--- src/rtl/ddr3_seq_pkg.sv ---
// Shared definitions for the DDR3 command sequencer: command word field
// positions, sequencer state encoding and the idle (NOP) command word.
package ddr3_seq_pkg;

    localparam int CMD_END_BIT   = 35;
    localparam int CMD_PAUSE_BIT = 34;
    localparam int CMD_PCNT_MSB  = 29;
    localparam int CMD_PCNT_LSB  = 20;

    localparam logic [35:0] CMD_NOP = '0;

    typedef enum logic [2:0] {
        S_IDLE  = 3'd0,
        S_FETCH = 3'd1,
        S_RUN   = 3'd2,
        S_HOLD  = 3'd3,
        S_DONE  = 3'd4
    } seq_state_t;

endpackage

--- src/rtl/cmd_sequencer_if.sv ---
// Bundle of run-control and command-memory signals around the sequencer.
// The slave modport is the sequencer; master is the controller/memory side.
interface cmd_sequencer_if #(
    parameter int CMD_WIDTH  = 36,
    parameter int ADDR_WIDTH = 11
);
    logic [ADDR_WIDTH-1:0] run_addr;
    logic [3:0]            run_chn;
    logic                  run_seq;
    logic                  run_busy;
    logic                  run_done;
    logic [3:0]            seq_chn;
    logic                  cmd_re;
    logic [ADDR_WIDTH-1:0] cmd_raddr;
    logic [CMD_WIDTH-1:0]  cmd_rdata;
    logic [CMD_WIDTH-1:0]  phy_cmd;

    modport master (
        output run_addr, run_chn, run_seq, cmd_rdata,
        input  run_busy, run_done, seq_chn, cmd_re, cmd_raddr, phy_cmd
    );

    modport slave (
        input  run_addr, run_chn, run_seq, cmd_rdata,
        output run_busy, run_done, seq_chn, cmd_re, cmd_raddr, phy_cmd
    );
endinterface

--- src/rtl/cmd_sequencer.sv ---
// Plays a command sequence out of command memory onto phy_cmd, honouring
// per-word pause counts and stopping after the END word.
import ddr3_seq_pkg::*;

module cmd_sequencer #(
    parameter int CMD_WIDTH   = 36,
    parameter int ADDR_WIDTH  = 11,
    parameter int PAUSE_WIDTH = 10
) (
    input  logic            mclk,
    input  logic            rst_n,
    cmd_sequencer_if.slave  bus
);

    seq_state_t             state_reg;
    logic [ADDR_WIDTH-1:0]  addr_reg;
    logic                   re_reg;
    logic [CMD_WIDTH-1:0]   phy_reg;
    logic                   busy_reg;
    logic                   done_reg;
    logic [3:0]             chn_reg;
    logic [PAUSE_WIDTH-1:0] pause_cnt_reg;
    logic                   end_seen_reg;

    logic                   word_end;
    logic                   word_pause;
    logic [PAUSE_WIDTH-1:0] word_cnt;
    logic [CMD_WIDTH-1:0]   phy_word;
    logic                   stop_read;

    assign word_end   = bus.cmd_rdata[CMD_END_BIT];
    assign word_pause = bus.cmd_rdata[CMD_PAUSE_BIT];
    assign word_cnt   = PAUSE_WIDTH'(bus.cmd_rdata[CMD_PCNT_MSB:CMD_PCNT_LSB]);

    always_comb begin
        phy_word                = bus.cmd_rdata;
        phy_word[CMD_END_BIT]   = 1'b0;
        phy_word[CMD_PAUSE_BIT] = 1'b0;
    end

    // The read issued in the cycle an END word arrives is suppressed so the
    // address bus never walks past the last word of the sequence.
    assign stop_read     = (state_reg == S_RUN) && word_end;
    assign bus.cmd_re    = re_reg && !stop_read;
    assign bus.cmd_raddr = stop_read ? addr_reg - ADDR_WIDTH'(1) : addr_reg;

    assign bus.phy_cmd  = phy_reg;
    assign bus.run_busy = busy_reg;
    assign bus.run_done = done_reg;
    assign bus.seq_chn  = chn_reg;

    always_ff @(posedge mclk or negedge rst_n) begin
        if (!rst_n) begin
            state_reg     <= S_IDLE;
            addr_reg      <= '0;
            re_reg        <= 1'b0;
            phy_reg       <= '0;
            busy_reg      <= 1'b0;
            done_reg      <= 1'b0;
            chn_reg       <= '0;
            pause_cnt_reg <= '0;
            end_seen_reg  <= 1'b0;
        end else begin
            done_reg <= 1'b0;
            case (state_reg)
                S_IDLE: begin
                    if (bus.run_seq) begin
                        addr_reg  <= bus.run_addr;
                        chn_reg   <= bus.run_chn;
                        busy_reg  <= 1'b1;
                        re_reg    <= 1'b1;
                        state_reg <= S_FETCH;
                    end
                end
                S_FETCH: begin
                    addr_reg  <= addr_reg + ADDR_WIDTH'(1);
                    state_reg <= S_RUN;
                end
                S_RUN: begin
                    phy_reg <= phy_word;
                    // END words pass through HOLD too (count 0 when not paused),
                    // giving them their one output cycle before DONE.
                    if (word_end || word_pause) begin
                        re_reg        <= 1'b0;
                        end_seen_reg  <= word_end;
                        pause_cnt_reg <= word_pause ? word_cnt : '0;
                        state_reg     <= S_HOLD;
                        if (word_end) begin
                            addr_reg <= addr_reg - ADDR_WIDTH'(1);
                        end
                    end else begin
                        addr_reg <= addr_reg + ADDR_WIDTH'(1);
                    end
                end
                S_HOLD: begin
                    if (pause_cnt_reg == '0) begin
                        phy_reg <= CMD_WIDTH'(CMD_NOP);
                        if (end_seen_reg) begin
                            busy_reg  <= 1'b0;
                            done_reg  <= 1'b1;
                            state_reg <= S_DONE;
                        end else begin
                            // addr_reg still holds the word after the paused
                            // one; refetch it since its speculative read was dropped.
                            re_reg    <= 1'b1;
                            state_reg <= S_FETCH;
                        end
                    end else begin
                        pause_cnt_reg <= pause_cnt_reg - PAUSE_WIDTH'(1);
                    end
                end
                S_DONE: begin
                    end_seen_reg <= 1'b0;
                    state_reg    <= S_IDLE;
                end
                default: begin
                    state_reg <= S_IDLE;
                end
            endcase
        end
    end

endmodule

--- src/flat_wrapper.sv ---
// flat-port wrapper written by rule: the top's interface ports become plain ports
module cmd_sequencer_flat 
#(
    parameter int CMD_WIDTH   = 36,
    parameter int ADDR_WIDTH  = 11,
    parameter int PAUSE_WIDTH = 10
)
  (mclk, rst_n, bus_run_addr, bus_run_chn, bus_run_seq, bus_cmd_rdata, bus_run_busy, bus_run_done, bus_seq_chn, bus_cmd_re, bus_cmd_raddr, bus_phy_cmd);
  cmd_sequencer_if #(.CMD_WIDTH(CMD_WIDTH), .ADDR_WIDTH(ADDR_WIDTH)) bus_i ();
  input  logic mclk;
  input  logic rst_n;
  input wire logic [$bits(bus_i.run_addr)-1:0] bus_run_addr;
  input wire logic [$bits(bus_i.run_chn)-1:0] bus_run_chn;
  input wire logic [$bits(bus_i.run_seq)-1:0] bus_run_seq;
  input wire logic [$bits(bus_i.cmd_rdata)-1:0] bus_cmd_rdata;
  output wire logic [$bits(bus_i.run_busy)-1:0] bus_run_busy;
  output wire logic [$bits(bus_i.run_done)-1:0] bus_run_done;
  output wire logic [$bits(bus_i.seq_chn)-1:0] bus_seq_chn;
  output wire logic [$bits(bus_i.cmd_re)-1:0] bus_cmd_re;
  output wire logic [$bits(bus_i.cmd_raddr)-1:0] bus_cmd_raddr;
  output wire logic [$bits(bus_i.phy_cmd)-1:0] bus_phy_cmd;
  assign bus_i.run_addr = bus_run_addr;
  assign bus_i.run_chn = bus_run_chn;
  assign bus_i.run_seq = bus_run_seq;
  assign bus_i.cmd_rdata = bus_cmd_rdata;
  assign bus_run_busy = bus_i.run_busy;
  assign bus_run_done = bus_i.run_done;
  assign bus_seq_chn = bus_i.seq_chn;
  assign bus_cmd_re = bus_i.cmd_re;
  assign bus_cmd_raddr = bus_i.cmd_raddr;
  assign bus_phy_cmd = bus_i.phy_cmd;
  cmd_sequencer #(.CMD_WIDTH(CMD_WIDTH), .ADDR_WIDTH(ADDR_WIDTH), .PAUSE_WIDTH(PAUSE_WIDTH)) u_core (.mclk(mclk), .rst_n(rst_n), .bus(bus_i));
endmodule
--- config.mk ---
export PLATFORM = sky130hd
export DESIGN_NAME = cmd_sequencer_flat
export DESIGN_NICKNAME = d
export VERILOG_FILES = /design/src/rtl/ddr3_seq_pkg.sv /design/src/rtl/cmd_sequencer_if.sv /design/src/rtl/cmd_sequencer.sv /design/src/flat_wrapper.sv
export SDC_FILE = /design/constraint.sdc
export NUM_CORES = 1
export LEC_CHECK = 0
export CORE_UTILIZATION = 44
export CTS_BUF_LIST = sky130_fd_sc_hd__clkbuf_8
export CTS_CLUSTER_DIAMETER = 40
export CTS_CLUSTER_SIZE = 30
export DETAILED_ROUTE_END_ITERATION = 12
export PLACE_DENSITY = 0.91
export SLEW_MARGIN = 0
export SYNTH_ARGS = -nofsm -noshare
export SYNTH_HDL_FRONTEND = slang
export SYNTH_SLANG_ARGS = --single-unit
export TNS_END_PERCENT = 1
--- constraint.sdc ---
create_clock -name mclk -period 2.1 [get_ports mclk]
set_input_delay 0.315 -clock mclk [delete_from_list [all_inputs] [get_ports mclk]]
set_output_delay 0.315 -clock mclk [all_outputs]
set_load 0.02 [all_outputs]
==> metrics.md <==
| Metric | Value |
|---|---|
| Status | `finished, violations left` |
| Failing checks | `negative hold slack, negative setup slack` |
| CORE AREA | `0.00777 mm2` |
| Worst-Skew Late Latency | `0.34 ns` |
| CP cell instances | `or3_4 -> nor4_4 -> nand2_1 -> xnor2_2 -> buf_4` |
| Antenna-violating nets left | `0` |
| First-pass detailed-route iteration total | `5` |
| Synth Area in XOR/XNOR | `2.71%` |
| Hold Vio Cnt, Final | `3` |
| Max Cap Viol | `0` |
| PwrDens | `1270 mW/mm2` |
| Clock buffer depth | `2` |
| Global-route usage over all layers | `27.5%` |
| CP arrival | `1.88 ns` |
| Synth area leader | `dfrtp_1` |
| Die X | `91.9 um` |
| Required time of the critical path | `1.78 ns` |
| Synth Area in Compound Gates | `26.4%` |
| Highest ir drop seen on vdd | `0.778 mV` |
| Yosys reg bits | `66` |
| Mean routed wirelength per cell | `17.7 um` |
| DR DRC count | `0` |
| Clock-pin slew of the registers on the worst-case setup and hold paths | `0.08 ns` |
| Dominant synthesized flop cell | `dfrtp_1` |
| Max Used Layer | `met4` |
| N_diodes | `0` |
| Critical path class | `reg -> out` |
| CP peak stage delay | `0.42 ns` |
| Startpoint types | `flop` |
| Post-DR vias/cell | `5.92` |
| Synth Instances | `367` |
| Unrepaired setup endpoints after global routing | `yes` |
| Final worst slack | `-0.0954 ns` |
| Final design utilization | `70.8%` |
| P&R area growth vs syn | `54.7%` |
| RD Place Congestion | `0.929` |
| Yosys top cell area share | `46.4%` |
| Post-Synth Adder-Cell Area | `1.41%` |
| Sink Count | `66` |
| Max reg flops | `34` |
| NumNets Final | `580` |
| Clock Skew | `0.0118 ns` |
| Main combinational cell family by area after synthesis | `compound AO/OA/AOI/OAI gates` |
| Setup crit end kind | `output port` |
| Setup-failing EPs final | `7` |
| LEAKAGE | `0.00241 uW` |
| Overflow after GRT | `0` |
| Hold crit path type | `in -> async` |
| Largest net degree at the start of global routing | `37` |
| First-pass GRT wire length | `18,200 um` |
| Hold_ws | `-0.00239 ns` |
| I/O Pins | `108` |
| Worst slack at placement | `-0.272 ns` |
| Actual slew at the worst max-slew pin | `0.660 ns` |
| Final worst path period share | `105%` |
| Number of global-route vias before repair | `3,772` |
| Initial antenna violation count | `0` |
| Metal3 WL | `960 um` |
| Crit-path max FO | `2` |
| Most common cell in the netlist | `dfrtp_1` |
| DR iter-0 viols | `370` |
| Layout cells sized above 1 | `23.5%` |
| F_max | `456 MHz` |
| DRT met1 WL | `4260 um` |
| Register area share after synthesis | `46.4%` |
| Critical path's slowest cell | `or3_4` |
| Initial Utilization | `45.8%` |
| Total power | `6980 uW` |
| Mean Syn Cell Area | `9.69 um2` |
| Routed via count | `3,722` |
| CP bufs+invs | `1` |
| Root Buffer | `clkbuf_8` |
| Async set-reset flop share out of synthesis | `100%` |
| Count of cell types in the netlist | `59` |
| DIE HEIGHT | `91.9 um` |
| Number of H-tree levels | `3` |
| Routed WL | `11,200 um` |
| Post-synth EDFFs | `0` |
| TritonCTS clock tree | `done` |
| Relative slew slack | `56.0%` |
| Synth top area cells | `dfrtp_1, a22o_1, nand2_1` |
| Area of the die | `0.00844 mm2` |
| Fraction of synthesized area in multiplexers | `1.55%` |
| Synth Area in Simple Gates | `16.7%` |
| Number of port buffers | `105` |
| Delay-heaviest family, CP | `simple AND/OR/NAND/NOR gates` |
| Synth Cell Area | `0.00356 mm2` |
| Row count | `32` |
| Ys Warns | `0` |
| Placed wire-length estimate | `7760 um` |
| Top post-synthesis cells by count | `dfrtp_1, a22o_1, nand2_1` |
| Num CTS Buffers | `9` |
| Met2 WL | `5560 um` |
| Final Slew Violations | `0` |
| Min cycle time layout | `2.20 ns` |
[report_power, final]
group / switching (uW) / internal [uW] / total (uW)
combinational: 1780 / 1740 / 3520
clock: 508 / 789 / 1300
sequential: 397 / 1760 / 2160
total: 2680 / 4300 / 6980
[cells in the final DEF, fill, tap and decap left out, types with 4 or more instances in the layout]
| cell | n |
|---|---|
| clkdlybuf4s50_1 | 92 |
| dfrtp_1 | 65 |
| buf_4 | 64 |
| a22o_1 | 35 |
| nand2_1 | 27 |
| o21ai_1 | 18 |
| nor2_1 | 14 |
| nand3_1 | 14 |
| a21oi_1 | 14 |
| o21ai_0 | 12 |
| inv_1 | 10 |
| clkbuf_8 | 9 |
| xnor2_1 | 8 |
| nor3_1 | 8 |
| a21o_1 | 6 |
| o211ai_1 | 6 |
| and3_1 | 5 |
| buf_2 | 5 |
| buf_6 | 5 |
| nor3_2 | 4 |
| mux2_1 | 4 |
| nand4_1 | 4 |
| a22oi_1 | 4 |
[timing repair]
| action | CTS | global route |
|---|---|---|
| resized for setup | 70 | 20 |
| pin swaps | 5 | 7 |
| setup endpoints to repair | 14 | 15 |
| buffers inserted | 9 | 0 |
| hold buffers | 0 | 0 |
[kinds of logic (layout without fill, tap and decap cells)]
kind of cell | Yosys count | after routing
adder cells (fa/ha/maj) | 4 | 4
XOR/XNOR | 11 | 11
other | 1 | 2
AO/OA/AOI/OAI | 129 | 129
flip-flops | 66 | 66
multiplexers | 5 | 5
buffers and inverters | 39 | 198
AND/OR/NAND/NOR | 112 | 112
[final timing paths]
path                                                          start                                 end  slack [ns]  depth (start not counted)
worst max-delay path                 u_core.addr_reg[4]$_DFFE_PN0P_                   bus_cmd_raddr[10]        -0.1                          5
worst min-delay path                                          rst_n      u_core.addr_reg[4]$_DFFE_PN0P_      -0.002                          1
worst min register to register    u_core.bus.seq_chn[3]$_DFFE_PN0P_   u_core.bus.seq_chn[3]$_DFFE_PN0P_        0.50                          1
max in group asynchronous                                     rst_n  u_core.bus.phy_cmd[27]$_DFFE_PN0P_        1.47                          2
worst max register to register  u_core.pause_cnt_reg[1]$_DFFE_PN0P_           u_core.re_reg$_DFFE_PN0P_        0.03                          8
min in group mclk                 u_core.bus.seq_chn[3]$_DFFE_PN0P_   u_core.bus.seq_chn[3]$_DFFE_PN0P_        0.50                          1
[cell type report]
cell class / count / area, um2
fill: 559 / 2270
clock inverter: 7 / 116
clock buffer: 9 / 124
inverter: 11 / 41.3
timing repair buffer: 171 / 1560
multi-input combinational: 263 / 1880
sequential: 66 / 1650
tap: 102 / 128
[through the flow]
| step | instances | cell area [um2] | setup TNS, ns |
|---|---|---|---|
| floorplan | 368 | 3570 | -0.0234 |
| global placement | 605 | 5090 | -2.48 |
| detailed placement | 605 | 5090 | -3.69 |
| CTS | 630 | 5450 | -0.189 |
| global route | 629 | 5500 | -1.07 |
| finish | 629 | 5500 | -0.318 |
[routing by layer]
layer	up-vias	global-route usage (%)
met1	1760	33.8
li1	1670	-
met2	243	45.8
met3	49	5.06
met4	0	14.8
met5	-	0
(Power assumes the default switching activity.)
